### src/rtl/audio_pkg.sv
// audio_pkg: shared types for the I2S ADC capture path.
//   state_t       - capture FSM states
//   chan_t        - channel currently being shifted (left/right)
//   DATA_W_DEF    - default sample width, matches the codec IWL setting
//   sample_pair_t - one stereo sample pair
package audio_pkg;

  localparam int DATA_W_DEF = 16;

  typedef enum logic [2:0] {
    S_IDLE  = 3'd0,
    S_ALIGN = 3'd1,
    S_SKIP  = 3'd2,
    S_SHIFT = 3'd3,
    S_WAIT  = 3'd4
  } state_t;

  typedef enum logic {
    CH_LEFT  = 1'b0,
    CH_RIGHT = 1'b1
  } chan_t;

  typedef struct packed {
    logic [DATA_W_DEF-1:0] left;
    logic [DATA_W_DEF-1:0] right;
  } sample_pair_t;

endpackage

### src/rtl/edge_sync.sv
// edge_sync: multi-stage synchronizer for one asynchronous pin plus
// single-cycle rise/fall pulses on the synchronized level.
// Ports:
//   i_clk, i_rst_n - system clock, synchronous active-low reset
//   i_async        - asynchronous input pin
//   o_sync         - synchronized level
//   o_rise/o_fall  - one-cycle pulses when o_sync goes 0->1 / 1->0
module edge_sync #(
  parameter int SYNC_STAGES = 2
) (
  input  logic i_clk,
  input  logic i_rst_n,
  input  logic i_async,
  output logic o_sync,
  output logic o_rise,
  output logic o_fall
);

  logic [SYNC_STAGES-1:0] sync_r;
  logic                   prev_r;

  // synchronizer chain and one-cycle history of the synchronized level
  always_ff @(posedge i_clk) begin
    if (!i_rst_n) begin
      sync_r <= {SYNC_STAGES{1'b0}};
      prev_r <= 1'b0;
    end else begin
      sync_r <= {sync_r[SYNC_STAGES-2:0], i_async};
      prev_r <= sync_r[SYNC_STAGES-1];
    end
  end

  assign o_sync = sync_r[SYNC_STAGES-1];
  assign o_rise = sync_r[SYNC_STAGES-1] & ~prev_r;
  assign o_fall = ~sync_r[SYNC_STAGES-1] & prev_r;

endmodule

### src/rtl/audio_i2s_capture.sv
// audio_i2s_capture: deserializes a WM8731 master-mode I2S ADC stream
// (oversampled in the system clock domain) into stereo sample pairs and
// offers them over a valid/ready handshake with a one-deep output register.
// Ports:
//   i_clk, i_rst_n          - system clock (>= 4x BCLK), sync active-low reset
//   i_init_done, i_enable   - capture runs only while both are high
//   i_aud_bclk/lrck/adcdat  - asynchronous codec pins
//   o_left, o_right         - captured pair (two's complement)
//   o_valid, i_ready        - output handshake
//   o_overrun               - sticky: a completed pair was dropped
//   o_busy                  - FSM outside S_IDLE
// Build option: define I2S_CAP_MONO_EN to add o_mono, the floor average
// of left and right, registered with the pair.
module audio_i2s_capture
  import audio_pkg::*;
#(
  parameter int DATA_W      = DATA_W_DEF,
  parameter int SYNC_STAGES = 2
) (
  input  logic              i_clk,
  input  logic              i_rst_n,
  input  logic              i_init_done,
  input  logic              i_enable,
  input  logic              i_aud_bclk,
  input  logic              i_aud_lrck,
  input  logic              i_aud_adcdat,
  output logic [DATA_W-1:0] o_left,
  output logic [DATA_W-1:0] o_right,
  output logic              o_valid,
  input  logic              i_ready,
  output logic              o_overrun,
`ifdef I2S_CAP_MONO_EN
  output logic [DATA_W-1:0] o_mono,
`endif
  output logic              o_busy
);

  localparam int               CNT_W    = $clog2(DATA_W);
  localparam logic [CNT_W-1:0] LAST_BIT = CNT_W'(DATA_W - 1);

  logic bclk_rise_s, bclk_sync_unused_s, bclk_fall_unused_s;
  logic lrck_rise_s, lrck_fall_s, lrck_sync_unused_s;
  logic adcdat_s, adcdat_rise_unused_s, adcdat_fall_unused_s;

  state_t            state_r, next_state_s;
  chan_t             chan_r, next_chan_s;
  logic [DATA_W-1:0] shift_r, hold_r, shift_next_s;
  logic [CNT_W-1:0]  bit_cnt_r;
  logic              run_s, lrck_edge_s, shift_en_s, word_done_s, pair_done_s, load_s;
  logic [DATA_W-1:0] left_r, right_r;
  logic              valid_r, overrun_r, busy_r;

  edge_sync #(.SYNC_STAGES(SYNC_STAGES)) u_bclk_sync (
    .i_clk(i_clk), .i_rst_n(i_rst_n), .i_async(i_aud_bclk),
    .o_sync(bclk_sync_unused_s), .o_rise(bclk_rise_s), .o_fall(bclk_fall_unused_s)
  );

  edge_sync #(.SYNC_STAGES(SYNC_STAGES)) u_lrck_sync (
    .i_clk(i_clk), .i_rst_n(i_rst_n), .i_async(i_aud_lrck),
    .o_sync(lrck_sync_unused_s), .o_rise(lrck_rise_s), .o_fall(lrck_fall_s)
  );

  // ADCDAT only needs the level; its edge pulses are left dangling.
  edge_sync #(.SYNC_STAGES(SYNC_STAGES)) u_adcdat_sync (
    .i_clk(i_clk), .i_rst_n(i_rst_n), .i_async(i_aud_adcdat),
    .o_sync(adcdat_s), .o_rise(adcdat_rise_unused_s), .o_fall(adcdat_fall_unused_s)
  );

  assign run_s        = i_init_done & i_enable;
  assign lrck_edge_s  = lrck_rise_s | lrck_fall_s;
  // An LRCK edge in the same cycle as a BCLK edge wins: the word is short.
  assign shift_en_s   = run_s & (state_r == S_SHIFT) & bclk_rise_s & ~lrck_edge_s;
  assign shift_next_s = {shift_r[DATA_W-2:0], adcdat_s};
  assign word_done_s  = shift_en_s & (bit_cnt_r == LAST_BIT);
  assign pair_done_s  = word_done_s & (chan_r == CH_RIGHT);
  assign load_s       = pair_done_s & (~valid_r | i_ready);

  // next-state logic for the framing FSM
  always_comb begin
    next_state_s = state_r;
    next_chan_s  = chan_r;
    if (!run_s) begin
      next_state_s = S_IDLE;
    end else begin
      case (state_r)
        S_IDLE: next_state_s = S_ALIGN;
        S_ALIGN: begin
          if (lrck_fall_s) begin
            next_state_s = S_SKIP;
            next_chan_s  = CH_LEFT;
          end else begin
            next_state_s = S_ALIGN;
          end
        end
        S_SKIP: begin
          if (lrck_edge_s) begin
            next_state_s = S_ALIGN;
          end else if (bclk_rise_s) begin
            next_state_s = S_SHIFT;
          end else begin
            next_state_s = S_SKIP;
          end
        end
        S_SHIFT: begin
          if (lrck_edge_s) begin
            next_state_s = S_ALIGN;
          end else if (word_done_s) begin
            next_state_s = S_WAIT;
          end else begin
            next_state_s = S_SHIFT;
          end
        end
        S_WAIT: begin
          if (lrck_rise_s) begin
            next_state_s = S_SKIP;
            next_chan_s  = CH_RIGHT;
          end else if (lrck_fall_s) begin
            next_state_s = S_SKIP;
            next_chan_s  = CH_LEFT;
          end else begin
            next_state_s = S_WAIT;
          end
        end
        default: next_state_s = S_IDLE;
      endcase
    end
  end

  // FSM state, channel and busy registers
  always_ff @(posedge i_clk) begin
    if (!i_rst_n) begin
      state_r <= S_IDLE;
      chan_r  <= CH_LEFT;
      busy_r  <= 1'b0;
    end else begin
      state_r <= next_state_s;
      chan_r  <= next_chan_s;
      busy_r  <= (next_state_s != S_IDLE);
    end
  end

  // shift register, bit counter and left holding register
  always_ff @(posedge i_clk) begin
    if (!i_rst_n) begin
      shift_r   <= {DATA_W{1'b0}};
      bit_cnt_r <= {CNT_W{1'b0}};
      hold_r    <= {DATA_W{1'b0}};
    end else begin
      if (shift_en_s) begin
        shift_r   <= shift_next_s;
        bit_cnt_r <= bit_cnt_r + CNT_W'(1);
      end else if (state_r != S_SHIFT) begin
        bit_cnt_r <= {CNT_W{1'b0}};
      end
      if (word_done_s && (chan_r == CH_LEFT)) begin
        hold_r <= shift_next_s;
      end
    end
  end

  // one-deep output register with handshake and sticky overrun
  always_ff @(posedge i_clk) begin
    if (!i_rst_n) begin
      left_r    <= {DATA_W{1'b0}};
      right_r   <= {DATA_W{1'b0}};
      valid_r   <= 1'b0;
      overrun_r <= 1'b0;
    end else begin
      if (load_s) begin
        left_r  <= hold_r;
        right_r <= shift_next_s;
        valid_r <= 1'b1;
      end else if (valid_r && i_ready) begin
        valid_r <= 1'b0;
      end
      if (!i_enable) begin
        overrun_r <= 1'b0;
      end else if (pair_done_s && !load_s) begin
        overrun_r <= 1'b1;
      end
    end
  end

`ifdef I2S_CAP_MONO_EN
  logic [DATA_W:0]   mono_sum_s;
  logic [DATA_W-1:0] mono_r;

  // Sign-extended sum; dropping bit 0 is the arithmetic shift, which
  // floors and always fits back into DATA_W bits.
  assign mono_sum_s = {hold_r[DATA_W-1], hold_r} + {shift_next_s[DATA_W-1], shift_next_s};

  // mono average register, loaded with the pair
  always_ff @(posedge i_clk) begin
    if (!i_rst_n) begin
      mono_r <= {DATA_W{1'b0}};
    end else if (load_s) begin
      mono_r <= mono_sum_s[DATA_W:1];
    end
  end

  assign o_mono = mono_r;
`endif

  assign o_left    = left_r;
  assign o_right   = right_r;
  assign o_valid   = valid_r;
  assign o_overrun = overrun_r;
  assign o_busy    = busy_r;

endmodule

### config.mk
export PLATFORM = sky130hd
export DESIGN_NAME = audio_i2s_capture
export DESIGN_NICKNAME = d
export VERILOG_FILES = /design/src/rtl/audio_pkg.sv /design/src/rtl/edge_sync.sv /design/src/rtl/audio_i2s_capture.sv
export SDC_FILE = /design/constraint.sdc
export NUM_CORES = 1
export LEC_CHECK = 0
export ABC_AREA = 0
export CAP_MARGIN = 15
export CORE_MARGIN = 3
export CORE_UTILIZATION = 46
export CTS_BUF_LIST = sky130_fd_sc_hd__clkbuf_16
export DETAILED_ROUTE_END_ITERATION = 12
export GPL_TIMING_DRIVEN = 0
export HOLD_SLACK_MARGIN = 0.1
export PLACE_DENSITY = 0.72
export SLEW_MARGIN = 20
export SYNTH_ARGS = -nofsm -noshare
export SYNTH_HDL_FRONTEND = slang
export SYNTH_SLANG_ARGS = --single-unit
### constraint.sdc
create_clock -name i_clk -period 4.95 [get_ports i_clk]
set_clock_uncertainty 0.15 [all_clocks]
set_input_delay 1.2375 -clock i_clk [delete_from_list [all_inputs] [get_ports i_clk]]
set_output_delay 1.2375 -clock i_clk [all_outputs]
set_load 0.05 [all_outputs]
==> reports/results.ini <==
[status]
status = finished clean

[pwr]
p_int_mw = 1.07
power_frac_clock_pct = 48.8
vdd_drop_max_v = 0.000225
power.density_nw_per_um2 = 331
p_sw_mw = 0.296
switching_share_pct = 21.7
sequentialPowerShare_pct = 48.6
pwr-share-comb_pct = 2.6
p_leak_nw = 1.60

[worst_hold_path]
hp-class = register to register
hold_depth = 1
min_from = u_adcdat_sync.sync_r[0]$_SDFF_PN0_
min_to = u_adcdat_sync.sync_r[1]$_SDFF_PN0_

[critical_path]
critPathRequiredTime_ps = 5060
r2r_start = u_lrck_sync.sync_r[1]$_SDFF_PN0_
crit_path_top_delay_cell = nor4_4
cpPeakStageDelay_ps = 650
crit_path_start_kind = input pin
path_class = input pin to register
cp_top_family = buffers and inverters
path_cells = clkdlybuf4s50_1 > nand4b_4 > nor4_4 > buf_6 > mux2i_1
cp_num_buf_inv = 2
r2r_end = hold_r[15]$_SDFFE_PN0P_
cp_max_fo = 10
cp.arrival_ps = 3240
reg2regPathDepth = 8
end_kind = register
r2r_slack_ps = 2480

[synthesis]
synth_fp_nets = 347
synth-main-ff-cell = dfxtp_1
synth.distinct_cells = 37
syn_inst = 336
ys_seq_elements = 82
synthArstFlopShare_pct = 0
synth_edf_count = 0
avgSynthCellArea_um2 = 9.79
synth_area_leaders = dfxtp_1 50%, mux2i_1 15%, nand2_1 7.5%
synth_top_area_share_pct = 49.9
yosys_warnings = 0
yosysTopAreaCell = dfxtp_1
ys_top_cells_by_count = 82 x dfxtp_1, 66 x nand2_1, 49 x mux2i_1
yosysMostFrequentCell = dfxtp_1
yosysSeqAreaShare_pct = 49.9
syn_area_um2 = 3290

[timing]
tns_ps = 0
tightest_slew_ps = 653
rsz0062_at_grt = false
slew_viol_final = 0
final_hold_viol_count = 0
layout_setup_ws_ps = 1820
fin_crit_ps = 3130
max_freq_ghz = 0.320
finalCritPeriodShare_pct = 63.2
setup_viol = 0
relSlewSlack_pct = 56.2

[global_route]
grt_util_all_layers_pct = 17.0
overflow = 0
grt_pass1_vias = 2425
antenna_found_initial = 0
grt_pass1_wl_um = 11200
grt_max_degree = 16

[floorplan]
start_util_pct = 47.9
io_pins = 43
fp.dieH_um = 90.6
fp.dieW_um = 90.6
die_area_um2 = 8200
fp.coreArea_um2 = 6870
core.rowCount = 30

[final_layout]
area_growth_pct = 25.6
layout.cells.non_filler = 490
diodes = 0
nets = 400
fin_util_pct = 60.2
design_area_um2 = 4130
n_fill_cell = 595
drive_above_1_share_pct = 6.60

[clock_network]
cts_buffers = 9
cts_tree = done
post_cts_resized = 0
clock-sinks = 82
root_buffer = clkbuf_16
clk_pin_slew_ps = 60
htreeDepth = 3
postCtsSetupBuffers = 0
clock_latency_ps = 330
cts_hold_buf = 0
clockBufferDepth = 2

[detailed_routing]
ant_nets = 0
drtIter0Drc = 116
vias = 2495
routed_via_density = 5.09
drc_errors = 0
wire_per_inst_um = 13.6
first_pass_iters = 4
wl_um = 6670

[placed_design]
port_buffers = 42
dp_slack_ps = 1450
dp.final_hpwl_um = 4810
routabilityCongestion = 0.769
place_area_um2 = 3830
dp.cells = 474

[flow_run]
maxCapViolCount = 0

## area by class of cell
cell class / count / area (µm²) / share of cell area [%]
well taps: 96 / 120 / 2.91
plain buffers: 27 / 169 / 4.09
multi-input cells: 223 / 1470 / 35.4
flip-flops and latches: 82 / 1640 / 39.7
clock inverters: 7 / 77.6 / 1.88
clock buffers: 9 / 225 / 5.45
inverters: 4 / 15.0 / 0.363
repair buffers: 42 / 420 / 10.2
## state kept, by name (all words and copies together) (netlist names)
name	flops
chan_r	1
hold_r	16
o_right	16
u_lrck_sync.sync_r	2
bit_cnt_r	4
o_left	16
u_adcdat_sync.sync_r	2
u_bclk_sync.sync_r	2
o_overrun	1
o_valid	1
u_bclk_sync.prev_r	1
o_busy	1
u_lrck_sync.prev_r	1
shift_r	15
state_r	3
## logic make-up after synthesis
logic type,count (synthesis),share of synthesized area (%)
and+or+nand+nor,121,18.9
DFF,82,49.9
AOI/OAI and AO/OA,49,9.35
muxes,49,14.9
buffers and inverters,31,5.59
adders and majority gates,3,1.14
xor gates and xnor gates,1,0.266
## metrics by stage
step                power, mW  hold slack (ps)
floorplan               0.699              262
global placement        0.715              264
detailed placement      0.715              275
CTS                      1.38              288
global route             1.41              297
finish                   1.37              285
## per-layer routing
metal	part of all wire, %	GRT usage (%)	vias up
li1	-	-	1274
met1	47	20.5	1170
met4	1.2	8.16	0
met5	0	0	-
met3	3.7	4.33	7
met2	48	28.0	44
## power groups by stage
| stage | registers, mW | clock network (mW) | logic (mW) |
|---|---|---|---|
| after floorplan | 0.680 | 0 | 0.0191 |
| after global placement | 0.679 | 0 | 0.0353 |
| after detailed placement | 0.680 | 0 | 0.0356 |
| after CTS | 0.665 | 0.677 | 0.0358 |
| after global routing | 0.665 | 0.703 | 0.0389 |
| final | 0.665 | 0.667 | 0.0352 |
## worst max-delay path by stage
stage	cells after the start	endpoint	startpoint
4_1_cts	5	hold_r[15]$_SDFFE_PN0P_	i_enable
5_1_grt	5	hold_r[12]$_SDFFE_PN0P_	i_enable
3_3_place_gp	5	hold_r[6]$_SDFFE_PN0P_	i_enable
6_report	5	hold_r[15]$_SDFFE_PN0P_	i_enable
2_1_floorplan	5	o_left[0]$_SDFFE_PN0P_	i_init_done
3_5_place_dp	5	hold_r[15]$_SDFFE_PN0P_	i_enable
## placed cells by master, fill, tap and decap left out, types with 2 or more instances in the layout
cell type	synthesis	routed
clkdlybuf4s50_1	0	42
and4b_1	3	3
nand4b_1	2	2
buf_2	3	3
o21a_1	2	2
and2_1	8	8
a31oi_1	2	2
nand2b_1	3	3
clkbuf_16	0	9
nand2_1	66	66
ha_1	3	3
buf_12	3	3
mux2i_1	49	49
nand4_1	2	2
buf_6	2	2
nand3_1	23	23
dfxtp_1	82	82
clkinvlp_4	0	2
clkbuf_1	19	19
a21oi_1	4	4
inv_1	4	4
a21boi_1	3	3
or3_1	3	3
nor2_1	2	2
o21ai_0	21	21
a21boi_0	13	13
No activity file was read; power rests on OpenSTA's default activity.
